### src/rtl/fetch_sequencer.sv
// fetch_sequencer: Y86-64 fetch sequencer over a combinational 10-byte imem window; define FETCH_PERF_EN to add perf_issued/perf_stall counters
module fetch_sequencer #(
  parameter int MEM_SIZE = 1024,
  parameter int CNT_WIDTH = 32
) (
  input  logic                 clk,
  input  logic                 rst,
  input  logic                 start,
  input  logic [63:0]          start_pc,
  output logic [63:0]          imem_pc,
  input  logic [7:0]           imem_byte0,
  input  logic [7:0]           imem_byte1,
  input  logic [7:0]           imem_byte2,
  input  logic [7:0]           imem_byte3,
  input  logic [7:0]           imem_byte4,
  input  logic [7:0]           imem_byte5,
  input  logic [7:0]           imem_byte6,
  input  logic [7:0]           imem_byte7,
  input  logic [7:0]           imem_byte8,
  input  logic [7:0]           imem_byte9,
  input  logic                 imem_error,
  input  logic                 redirect_valid,
  input  logic [63:0]          redirect_pc,
  output logic                 out_valid,
  input  logic                 out_ready,
  output logic [3:0]           out_icode,
  output logic [3:0]           out_ifun,
  output logic [3:0]           out_rA,
  output logic [3:0]           out_rB,
  output logic [63:0]          out_valC,
  output logic [63:0]          out_valP,
  output logic [63:0]          out_pc,
  output logic [1:0]           out_stat,
  output logic                 busy
`ifdef FETCH_PERF_EN
  ,
  output logic [CNT_WIDTH-1:0] perf_issued,
  output logic [CNT_WIDTH-1:0] perf_stall
`endif
);
  typedef enum logic [1:0] {IDLE, FETCH, ISSUE, HALTED} state_t;
  state_t state, state_next;
  logic [63:0] pc_reg, pc_next;
  logic [3:0] icode, ifun, len;
  logic has_regs, fn_ok, adr, ins, bad;
  logic [64:0] end_addr;
  logic [63:0] valc_raw;
  logic [1:0] stat;
  logic start_ok, fetch_ok;
  assign imem_pc = pc_reg;
  assign out_valid = state == ISSUE;
  assign busy = state == FETCH || state == ISSUE;
  assign start_ok = (state == IDLE || state == HALTED) && start;
  assign fetch_ok = state == FETCH && !redirect_valid;
  assign icode = imem_byte0[7:4];
  assign ifun = imem_byte0[3:0];
  assign len = icode inside {4'h3, 4'h4, 4'h5} ? 4'd10 :
               icode inside {4'h7, 4'h8} ? 4'd9 :
               icode inside {4'h2, 4'h6, 4'hA, 4'hB} ? 4'd2 : 4'd1;
  assign has_regs = icode inside {4'h2, 4'h3, 4'h4, 4'h5, 4'h6, 4'hA, 4'hB};
  assign valc_raw = icode inside {4'h7, 4'h8} ?
                      {imem_byte8, imem_byte7, imem_byte6, imem_byte5, imem_byte4, imem_byte3, imem_byte2, imem_byte1} :
                    icode inside {4'h3, 4'h4, 4'h5} ?
                      {imem_byte9, imem_byte8, imem_byte7, imem_byte6, imem_byte5, imem_byte4, imem_byte3, imem_byte2} :
                    64'd0;
  assign fn_ok = icode inside {4'h2, 4'h7} ? ifun <= 4'd6 : icode == 4'h6 ? ifun <= 4'd3 : ifun == 4'd0;
  // 65-bit sum so a PC near the top of the address space cannot wrap past the bound check
  assign end_addr = {1'b0, pc_reg} + 65'(len);
  assign adr = imem_error || end_addr > 65'(MEM_SIZE);
  assign ins = icode >= 4'hC || !fn_ok;
  assign bad = adr || ins;
  assign stat = adr ? 2'd2 : ins ? 2'd3 : icode == 4'h0 ? 2'd1 : 2'd0;
  always_comb begin
    state_next = state;
    pc_next = pc_reg;
    case (state)
      IDLE, HALTED: begin
        state_next = start ? FETCH : state;
        pc_next = start ? start_pc : pc_reg;
      end
      FETCH: begin
        state_next = redirect_valid ? FETCH : ISSUE;
        pc_next = redirect_valid ? redirect_pc : pc_reg;
      end
      ISSUE: begin
        state_next = out_ready ? (out_stat == 2'd0 ? FETCH : HALTED) : redirect_valid ? FETCH : ISSUE;
        pc_next = out_ready ? (out_stat == 2'd0 ? (redirect_valid ? redirect_pc : out_valP) : pc_reg) :
                  redirect_valid ? redirect_pc : pc_reg;
      end
      default: state_next = IDLE;
    endcase
  end
  always_ff @(posedge clk) begin
    if (rst) state <= IDLE;
    else state <= state_next;
  end
  always_ff @(posedge clk) begin
    if (rst) begin
      pc_reg <= '0;
      out_icode <= '0;
      out_ifun <= '0;
      out_rA <= '0;
      out_rB <= '0;
      out_valC <= '0;
      out_valP <= '0;
      out_pc <= '0;
      out_stat <= '0;
    end else begin
      pc_reg <= pc_next;
      if (fetch_ok) begin
        out_icode <= icode;
        out_ifun <= ifun;
        out_rA <= has_regs ? imem_byte1[7:4] : 4'hF;
        out_rB <= has_regs ? imem_byte1[3:0] : 4'hF;
        out_valC <= bad ? 64'd0 : valc_raw;
        out_valP <= bad ? pc_reg : pc_reg + 64'(len);
        out_pc <= pc_reg;
        out_stat <= stat;
      end
    end
  end
`ifdef FETCH_PERF_EN
  always_ff @(posedge clk) begin
    if (rst || start_ok) begin
      perf_issued <= '0;
      perf_stall <= '0;
    end else if (state == ISSUE) begin
      if (out_ready && perf_issued != '1) perf_issued <= perf_issued + CNT_WIDTH'(1);
      if (!out_ready && perf_stall != '1) perf_stall <= perf_stall + CNT_WIDTH'(1);
    end
  end
`else
  logic unused;
  assign unused = start_ok;
`endif
endmodule

### config.mk
export PLATFORM = sky130hd
export DESIGN_NAME = fetch_sequencer
export DESIGN_NICKNAME = d
export VERILOG_FILES = /design/src/rtl/fetch_sequencer.sv
export SDC_FILE = /design/constraint.sdc
export NUM_CORES = 1
export LEC_CHECK = 0
export BUFFER_PORTS_ARGS = -buffer_cell sky130_fd_sc_hd__buf_2
export CAP_MARGIN = 20
export CORE_AREA = 2 2 189 191
export DETAILED_ROUTE_END_ITERATION = 8
export DIE_AREA = 0 0 191 193
export PLACE_DENSITY = 0.72
export REMOVE_ABC_BUFFERS = 1
export SLEW_MARGIN = 30
export SYNTH_ARGS = -nofsm -noshare
export SYNTH_HDL_FRONTEND = slang
export SYNTH_SLANG_ARGS = --single-unit
### constraint.sdc
create_clock -name clk -period 4.75 [get_ports clk]
set_clock_uncertainty 0.05 [all_clocks]
set_input_delay 0.7125 -clock clk [delete_from_list [all_inputs] [get_ports clk]]
set_output_delay 0.7125 -clock clk [all_outputs]
set_load 0.05 [all_outputs]
==> flow_summary.yaml <==
critical_path:
  worst_ep_arrival_time_ns: 4.70
  cp-end-kind: "register"
  path_common_cell: "buf_4"
  required_ns: 5.13
  crit_type: "input pin to register"
  critPathTopFamily: "compound AO/OA/AOI/OAI gates"
  crit_fanout: 15
  cp_cell_sequence: "buf_2, nand2_1, inv_1, o21ai_0, o21ai_0, ha_1, inv_1, fa_1, nand3b_4, buf_4, a2111oi_4, nor2b_1, buf_4, nand4_1, a2111oi_0, nand4_1, buf_4, nor2_4, buf_12, buf_4, nand3_1, a21oi_1"
  cpPeakStageDelay_ns: 0.50
  critPathBufInv: 8
  critPathSlowestCell: "a2111oi_4"
  crit_path_start_kind: "input pin"
cells_and_area:
  drive_gt1_share_pct: 28.6
  finish.utilization_pct: 51.5
  nets: 2456
  fin_area_um2: 18000
  syn_to_final_growth_pct: 29.8
  fin_cells: 2724
pwr:
  swShare_pct: 35.2
  seqPwrFrac_pct: 37.9
  p_leak_nw: 7.38
  p_int_mw: 4.54
  switchingPower_mw: 2.47
  clkPwrFrac_pct: 37.2
  powerDensity_nw_per_um2: 389
  power_mw: 7.01
  p_comb_share_pct: 24.9
  irDropWorstVdd_mv: 0.358
yosys:
  synth_warnings: 0
  synth_seq_cells: 276
  syn-instance-count: 1828
  post-synth-top-count-cell: "a21oi_1"
  yosys_most_used_dff: "dfxtp_1"
  ys_async_sr_fraction_pct: 0
  synth_area_leaders: "dfxtp_1 40%, a21oi_1 12%, nand2_1 8.1%"
  syn_area_um2: 13900
  seq_area_frac_synth_pct: 39.8
  yosysTopAreaCell: "dfxtp_1"
  synth_edf_count: 0
  synth_top_cell_area_share_pct: 39.8
  postSynthAreaPerCell_um2: 7.59
  synth_cell_types: 70
  netlist_top_cells_count: "336 x a21oi_1, 298 x nand2_1, 276 x dfxtp_1"
sta:
  clock.fmax_mhz: 232
  hold_ws_ns: 0.390
  report.final.hold_viol_count: 0
  setup_viol: 0
  fin_setup_tns_ns: 0
  post-route-period-util_pct: 90.9
  finalWorstSetupSlack_ns: 0.433
  rsz0062_at_grt: "no"
  worstMarginPinSlew_ns: 0.926
  slew_viol_final: 0
  min_period_ns: 4.32
  slew_headroom_pct: 38.2
clocking:
  cts_made_buffers: 34
  cts.sinks: 276
  clock_path_buffers: 3
  cts_hold_buf: 0
  cts_tree: "built"
  cts_root_buf: "clkbuf_16"
  cts-resized-gates: 0
  post-cts-setup-buffers: 0
  clk_pin_slew_ns: 0.06
  insertion_delay_ns: 0.52
  htree_levels: 2
route:
  final_antenna_net_count: 0
  wl_per_cell_um: 19.9
  routed_wl_mm: 54.1
  drt_iter0_markers: 1166
  via_per_inst: 5.87
  vias: 16000
  route.detailed.drc: 0
  dr.pass1.iters: 5
hold_path:
  worstHoldPathType: "input pin to register"
placed_design:
  place.port_buffers: 489
  gp_congestion: 0.933
  dp.cells: 2661
  hpwlAfterDp_mm: 38.0
  placed_area_um2: 16900
  dp_slack_ns: -0.110
die:
  core_area_um2: 35000
  num_rows: 69
  initial_utilization_pct: 39.7
  ios: 490
  die_x_um: 191
  dieArea_um2: 36900
  die_h_um: 193
outcome:
  status: "finished, final reports clean"
job:
  maxCapViolCount: 0
grt:
  gr-total-overflow: 0
  gr-max-usage-layer: "met2"
  use_met3_pct: 6.06
  grt_use_total_pct: 27.5
  grt_max_degree: 167
  use_met1_pct: 33.5
  grt_util_met2_pct: 47.3
  antenna_found_initial: 4
  grt_pass1_wl_mm: 81.6
  grt_pass1_vias: 14900
## power by group through the flow
stage	Combinational (mW)	Sequential, mW	Clock (mW)
3_3_place_gp	1.71	2.70	0
3_5_place_dp	1.73	2.70	0
5_1_grt	1.87	2.68	2.74
4_1_cts	1.74	2.66	2.65
6_report	1.75	2.66	2.61
2_1_floorplan	0.654	3.12	0
## logic make-up (layout without fill, tap and decap cells)
logic type / Yosys count / in the layout / share of synthesized area, %
flops: 276 / 276 / 39.8
fa+ha+maj: 6 / 6 / 0.595
other cells: 0 / 3 / 0
buf+inv: 209 / 641 / 6.10
compound gates: 677 / 677 / 30.3
xor+xnor: 34 / 34 / 2.15
simple gates: 623 / 623 / 20.8
mux: 3 / 3 / 0.234
## final cells by class
class	count	area [µm²]
clock buffers	52	1050
well taps	461	577
inverters	19	71.3
repair buffers	562	3130
multi-input cells	1343	7580
clock inverters	8	76.3
fillers	3402	17000
diodes	3	7.51
flip-flops and latches	276	5530
## metal layers
metal | wire (µm) | part of all wire (%)
met1 | 21400 | 40
met2 | 26200 | 48
met3 | 4730 | 8.7
met4 | 1760 | 3.3
met5 | 0 | 0
## worst min-delay path: stages
cell and delay [ns]:
buf_2 0.08, a21oi_1 0.05, nor2_1 0.09
## path summary, 6_finish.rpt
kind | startpoint | to | slack (ns) | depth (start not counted)
hold / removal | start_pc[50] | imem_pc[50] | 0.39 | 3
hold reg to reg | out_valC[54] | out_valC[54] | 0.40 | 2
setup reg to reg | imem_pc[0] | out_valC[26] | 0.58 | 17
setup / recovery | imem_byte0[5] | out_valC[26] | 0.43 | 22
## registers in the layout (all words and copies together), names as in the netlist
| signal | cells |
|---|---|
| imem_pc | 64 |
| out_icode | 4 |
| out_ifun | 4 |
| out_pc | 64 |
| out_rA | 4 |
| out_rB | 4 |
| out_stat | 2 |
| out_valC | 64 |
| out_valP | 64 |
| state | 2 |
## layout by cell type (no fill, tap or decap), types with 26 or more instances in the layout
cell type / Yosys / layout
a211oi_1: 68 / 68
a22o_1: 65 / 65
buf_2: 24 / 488
nor2_1: 99 / 97
nand2_1: 298 / 297
buf_4: 6 / 63
o21ai_0: 96 / 95
dfxtp_1: 276 / 276
nand3_1: 87 / 87
a21oi_1: 336 / 336
o221ai_1: 64 / 64
clkbuf_16: 0 / 37
nand4_1: 26 / 26
nor3_1: 35 / 35
No activity file was read; power rests on OpenSTA's default activity.
